$ cat config.mk
export PLATFORM = sky130hd
export DESIGN_NAME = ghost_collision
export DESIGN_NICKNAME = d
export VERILOG_FILES = /design/src/rtl/ghost_collision.sv
export SDC_FILE = /design/constraint.sdc
export NUM_CORES = 1
export LEC_CHECK = 0
export ABC_CLOCK_PERIOD_IN_PS = 3450
export BUFFER_PORTS_ARGS = -buffer_cell sky130_fd_sc_hd__buf_2
export CAP_MARGIN = 20
export CORE_MARGIN = 2
export CORE_UTILIZATION = 52
export DETAILED_ROUTE_END_ITERATION = 10
export PLACE_DENSITY = 0.82
export RECOVER_POWER = 100
export SLEW_MARGIN = 30
export SYNTH_ARGS = -nofsm -noshare
export SYNTH_HDL_FRONTEND = slang
export SYNTH_SLANG_ARGS = --single-unit
$ cat constraint.sdc
create_clock -name frame_clk -period 3.45 [get_ports frame_clk]
set_input_delay 0.1725 -clock frame_clk [delete_from_list [all_inputs] [get_ports frame_clk]]
set_output_delay 0.1725 -clock frame_clk [all_outputs]
set_load 0.02 [all_outputs]
$ cat src/rtl/ghost_collision.sv
// Ghost/PacMan overlap detector with the life, death and respawn sequence; one clock = one video frame.
// Optional post-respawn invulnerability is compiled in with `define GHOST_COLLISION_INVULN_EN.
module ghost_collision #(
  parameter int LIVES_INIT     = 3,
  parameter int DEATH_FRAMES   = 60,
  parameter int RESPAWN_FRAMES = 120,
  parameter int SLACK          = 4
) (
  input  logic       frame_clk,
  input  logic       Reset,
  input  logic       game_active,
  input  logic       powered,
  input  logic [9:0] pacX,
  input  logic [9:0] pacY,
  input  logic [9:0] pacS,
  input  logic [9:0] ghostX,
  input  logic [9:0] ghostY,
  input  logic [9:0] ghostS,
  output logic       hit,
  output logic       eaten,
  output logic       freeze,
  output logic       invuln,
  output logic [1:0] lives,
  output logic       game_over
);

  typedef enum logic [1:0] {
    PLAY  = 2'd0,
    DYING = 2'd1,
    OVER  = 2'd2
`ifdef GHOST_COLLISION_INVULN_EN
    , RESPAWN = 2'd3
`endif
  } state_t;

  localparam logic [10:0] SLACK_W    = 11'(SLACK);
  localparam logic [7:0]  DEATH_LOAD = 8'(DEATH_FRAMES - 1);
  localparam logic [1:0]  LIVES_W    = 2'(LIVES_INIT);

  generate
    if (LIVES_INIT < 1 || LIVES_INIT > 3 || DEATH_FRAMES < 1 || DEATH_FRAMES > 255 ||
        RESPAWN_FRAMES < 1 || RESPAWN_FRAMES > 255) begin : g_param_check
      $error("ghost_collision: parameter outside legal range");
    end
  endgenerate

  state_t      state_q;
  logic [7:0]  cnt_q;
  logic [1:0]  lives_q;
  logic        ov_q;
  logic        armed_q;
  logic        hit_q;
  logic        eaten_q;
  logic        freeze_q;
  logic        invuln_q;
  logic        over_q;

  logic [10:0] dx_d;
  logic [10:0] dy_d;
  logic [10:0] size_sum_d;
  logic        ov_d;
  logic        hit_fire_d;
  logic        eat_fire_d;

  // size_sum is treated as signed: bit 10 set means the tolerance swallowed the sizes.
  always_comb begin
    dx_d       = (pacX >= ghostX) ? ({1'b0, pacX} - {1'b0, ghostX}) : ({1'b0, ghostX} - {1'b0, pacX});
    dy_d       = (pacY >= ghostY) ? ({1'b0, pacY} - {1'b0, ghostY}) : ({1'b0, ghostY} - {1'b0, pacY});
    size_sum_d = {1'b0, pacS} + {1'b0, ghostS} - SLACK_W;
    ov_d       = !size_sum_d[10] && (size_sum_d != 11'd0) && (dx_d < size_sum_d) && (dy_d < size_sum_d);
  end

  assign hit_fire_d = (state_q == PLAY) && game_active && ov_q && !powered;
  assign eat_fire_d = (state_q == PLAY) && game_active && ov_q && powered && armed_q;

  always_ff @(posedge frame_clk) begin
    if (Reset) begin
      state_q  <= PLAY;
      cnt_q    <= 8'd0;
      lives_q  <= LIVES_W;
      ov_q     <= 1'b0;
      armed_q  <= 1'b1;
      hit_q    <= 1'b0;
      eaten_q  <= 1'b0;
      freeze_q <= 1'b0;
      invuln_q <= 1'b0;
      over_q   <= 1'b0;
    end else begin
      hit_q   <= 1'b0;
      eaten_q <= 1'b0;
      if (game_active) begin
        ov_q <= ov_d;
      end
      // Disarm on an eat so a held contact cannot be eaten twice.
      if (eat_fire_d) begin
        armed_q <= 1'b0;
      end else if (!ov_q) begin
        armed_q <= 1'b1;
      end

      case (state_q)
        PLAY: begin
          if (hit_fire_d) begin
            hit_q    <= 1'b1;
            freeze_q <= 1'b1;
            lives_q  <= (lives_q == 2'd0) ? 2'd0 : lives_q - 2'd1;
            cnt_q    <= DEATH_LOAD;
            state_q  <= DYING;
          end else if (eat_fire_d) begin
            eaten_q <= 1'b1;
          end
        end
        DYING: begin
          if (game_active) begin
            if (cnt_q == 8'd0) begin
              freeze_q <= 1'b0;
              if (lives_q == 2'd0) begin
                over_q  <= 1'b1;
                state_q <= OVER;
              end else begin
`ifdef GHOST_COLLISION_INVULN_EN
                invuln_q <= 1'b1;
                cnt_q    <= 8'(RESPAWN_FRAMES - 1);
                state_q  <= RESPAWN;
`else
                state_q  <= PLAY;
`endif
              end
            end else begin
              cnt_q <= cnt_q - 8'd1;
            end
          end
        end
`ifdef GHOST_COLLISION_INVULN_EN
        RESPAWN: begin
          if (game_active) begin
            if (cnt_q == 8'd0) begin
              invuln_q <= 1'b0;
              state_q  <= PLAY;
            end else begin
              cnt_q <= cnt_q - 8'd1;
            end
          end
        end
`endif
        OVER: begin
          over_q <= 1'b1;
        end
        default: begin
          state_q <= PLAY;
        end
      endcase
    end
  end

  assign hit       = hit_q;
  assign eaten     = eaten_q;
  assign freeze    = freeze_q;
  assign invuln    = invuln_q;
  assign lives     = lives_q;
  assign game_over = over_q;

endmodule

==> reports/results.txt <==
Final setup violation count -> 0
RSZ-0062 raised after global routing -> true
DR pass1 iterations -> 4
Int Pwr -> 0.000767 W
Initial core utilization -> 53.6%
Remaining Overflow, GRT -> 0
Synthesized instance count -> 472
Critical Path AT -> 3520 ps
Post-Syn Area -> 0.00362 mm2
Worst Clk Skew -> 2.96 ps
Top post-synthesis cells by area -> ha_1 28%, dfxtp_1 9.9%, inv_1 9.3%
Hold path depth -> 3
Count leader, synth -> inv_1
CTS H-Tree Depth -> 1
Max IR drop VDD -> 0.138 mV
YS warnings -> 0
CTS root buf -> clkbuf_8
Clock tree buffer depth -> 2
Total length of routed wires -> 8620 um
Syn nets -> 622
Fill cells -> 558
Most flops, register -> cnt_q
Vias in the first global route -> 3420
# DRC -> 0
Final Hold Slack -> 175 ps
Post-synthesis average cell area -> 7.68 um2
Hold path startpoint -> powered
Largest net degree at the start of global routing -> 16
Area grow syn2layout -> 26.9%
Layout cells sized above 1 -> 25.8%
GRT Resource Usage Total -> 21.4%
Largest register FFs -> 8
Pre-CTS setup slack -> -160 ps
Detailed-route via count -> 3616
Dominant cell type by area after synthesis -> ha_1
Metal-1 WL -> 3690 um
Final min period -> 3360 ps
Top Ports -> 71
Clk slew on worst S/H paths -> 70 ps
Maxcap violations -> 0
Pwr dens -> 288 mW/mm2
Drt via density -> 5.46
Crit-path max FO -> 3
Initial antenna violation count -> 0
Crit Path Class -> input pin to flip-flop
Highest Clock Rate -> 298 MHz
Setup slack after layout -> 94.2 ps
GP Congestion -> 0.915
Core area -> 0.00676 mm2
Post-synth top flop -> dfxtp_1
Worst skew pair latency -> 250 ps
Detailed placement HPWL -> 7090 um
Switch share -> 42.0%
Hold Violations, Final -> 0
Clk pwr share -> 12.9%
R2r setup slk -> 820 ps
Met2 wire length -> 4550 um
Die X -> 87.5 um
Die area -> 0.00765 mm2
Combinational share of power -> 70.0%
Synth top area share -> 28.0%
Post-synth EDFFs -> 0
Number of distinct library cells after synthesis -> 63
Hold Path Class -> input pin to flip-flop
WL/cell -> 13.0 um
Lkg Pwr -> 2.45 nW
CTS buffer count -> 3
# clock sinks -> 18
Setup crit end kind -> flip-flop
Nets -> 733
Detail Route Antenna Nets -> 0
Worst r2r src -> state_q[0]
Worst Path Required -> 3620 ps
Yosys reg bits -> 18
Reg2reg path depth -> 7
Part of the cycle the worst path needs -> 97.3%
Initial DRC count -> 151
Psw -> 0.000556 W
Measured slew at the worst slew-check pin -> 616 ps
Worst rel slew slack -> 58.3%
Total Neg Setup Slack -> 0 ps
Die Ht -> 87.5 um
Top layer reached by signal wires -> met4
Status -> finished clean
Register area share after synthesis -> 9.94%
Std cell rows -> 30
Flop pwr share -> 17.2%
Hold Path Sink -> eaten
RR Endpoint -> cnt_q[5]
Port Buffers -> 69
Synth top cells by count -> 90 x inv_1, 81 x ha_1, 40 x a21oi_1
CP Launch Type -> input pin
First-pass GRT wire length -> 13900 um
# diodes -> 0
Met3 WL -> 277 um
CTS tree -> yes
Post-synth ARST share -> 0%
Final count of pins violating max slew -> 0
## worst max-delay path, stage by stage
cell and delay [ps]:
buf_8 100, buf_6 110, ha_4 140, a21o_1 170, a221o_1 350, a221oi_2 280, buf_4 190, mux2i_4 290
xor2_1 190, ha_1 290, a21oi_1 200, nor2_1 70, a2111oi_1 380, o21ai_1 160, a21oi_1 160, o21ai_1 80
o32ai_1 200
## layout by cell type (no fill, tap or decap), drive strengths merged, types with 8 or more instances in the layout
master / count
clkbuf: 10
nand2b: 9
buf: 111
dfxtp: 18
xnor2: 16
ha: 81
nor2: 24
nand2: 24
a21oi: 40
inv: 91
o21ai: 15
nand3: 8
a21o: 19
xor2: 10
## timing repair
item / in CTS / in global routing
endpoints found under the setup margin: 0 / 1
setup buffers: 0 / 5
hold buffers: 0 / 0
gates resized for setup: 0 / 40
## metrics by stage
stage | instance area, um2 | cells | total power [W] | util [%]
2_1_floorplan | 3630 | 472 | 0.000820 | -
3_3_place_gp | 4350 | 653 | 0.00104 | 64.3
3_5_place_dp | 4350 | 653 | 0.00108 | 64.3
4_1_cts | 4400 | 657 | 0.00126 | 65.1
5_1_grt | 4600 | 662 | 0.00146 | 68.1
6_report | 4600 | 662 | 0.00132 | 68.1
## power by group through the flow
stage / clock network (W) / registers (W) / logic (W)
global placement: 0 / 0.000232 / 0.000810
global route: 0.000188 / 0.000229 / 0.00104
CTS: 0.000175 / 0.000228 / 0.000854
finish: 0.000171 / 0.000227 / 0.000926
detailed placement: 0 / 0.000232 / 0.000848
floorplan: 0 / 0.000232 / 0.000588
## layout make-up
type,count,area (um2),share of cell area [%]
clock buffer,4,55.1,1.20
tap,80,100,2.18
timing repair buffer,117,743,16.2
multi-input combinational,352,3000,65.2
inverter,91,344,7.48
sequential,18,360,7.83
## layer usage
metal | global-route usage (%) | vias up
met4 | 3.64 | 0
met2 | 41.1 | 88
met5 | 0 | -
met3 | 1.42 | 13
li1 | - | 1854
met1 | 26.1 | 1661
## cells by family (layout without fill, tap and decap cells)
kind of cell               after synthesis  in the layout  synth area share [%]
AOI/OAI and AO/OA                      124            124                  23.6
and+or+nand+nor                        104            104                  15.2
buffers and inverters                  102            212                  10.9
adders and majority gates               86             86                  30.7
xor gates and xnor gates                26             26                  6.28
DFF                                     18             18                  9.94
muxes                                   11             11                  3.28
other                                    1              1                 0.103
## worst max path at each step
stage / startpoint / endpoint / slack, ps / cells after the start
global route: pacY[6] / ov_q / -230 / 17
CTS: pacY[1] / ov_q / 100 / 18
global placement: pacY[1] / ov_q / -90 / 18
floorplan: pacY[3] / ov_q / 30 / 18
detailed placement: pacY[1] / ov_q / -160 / 18
finish: pacY[3] / ov_q / 90 / 17
Note: power is estimated with default switching activity, not from simulation.
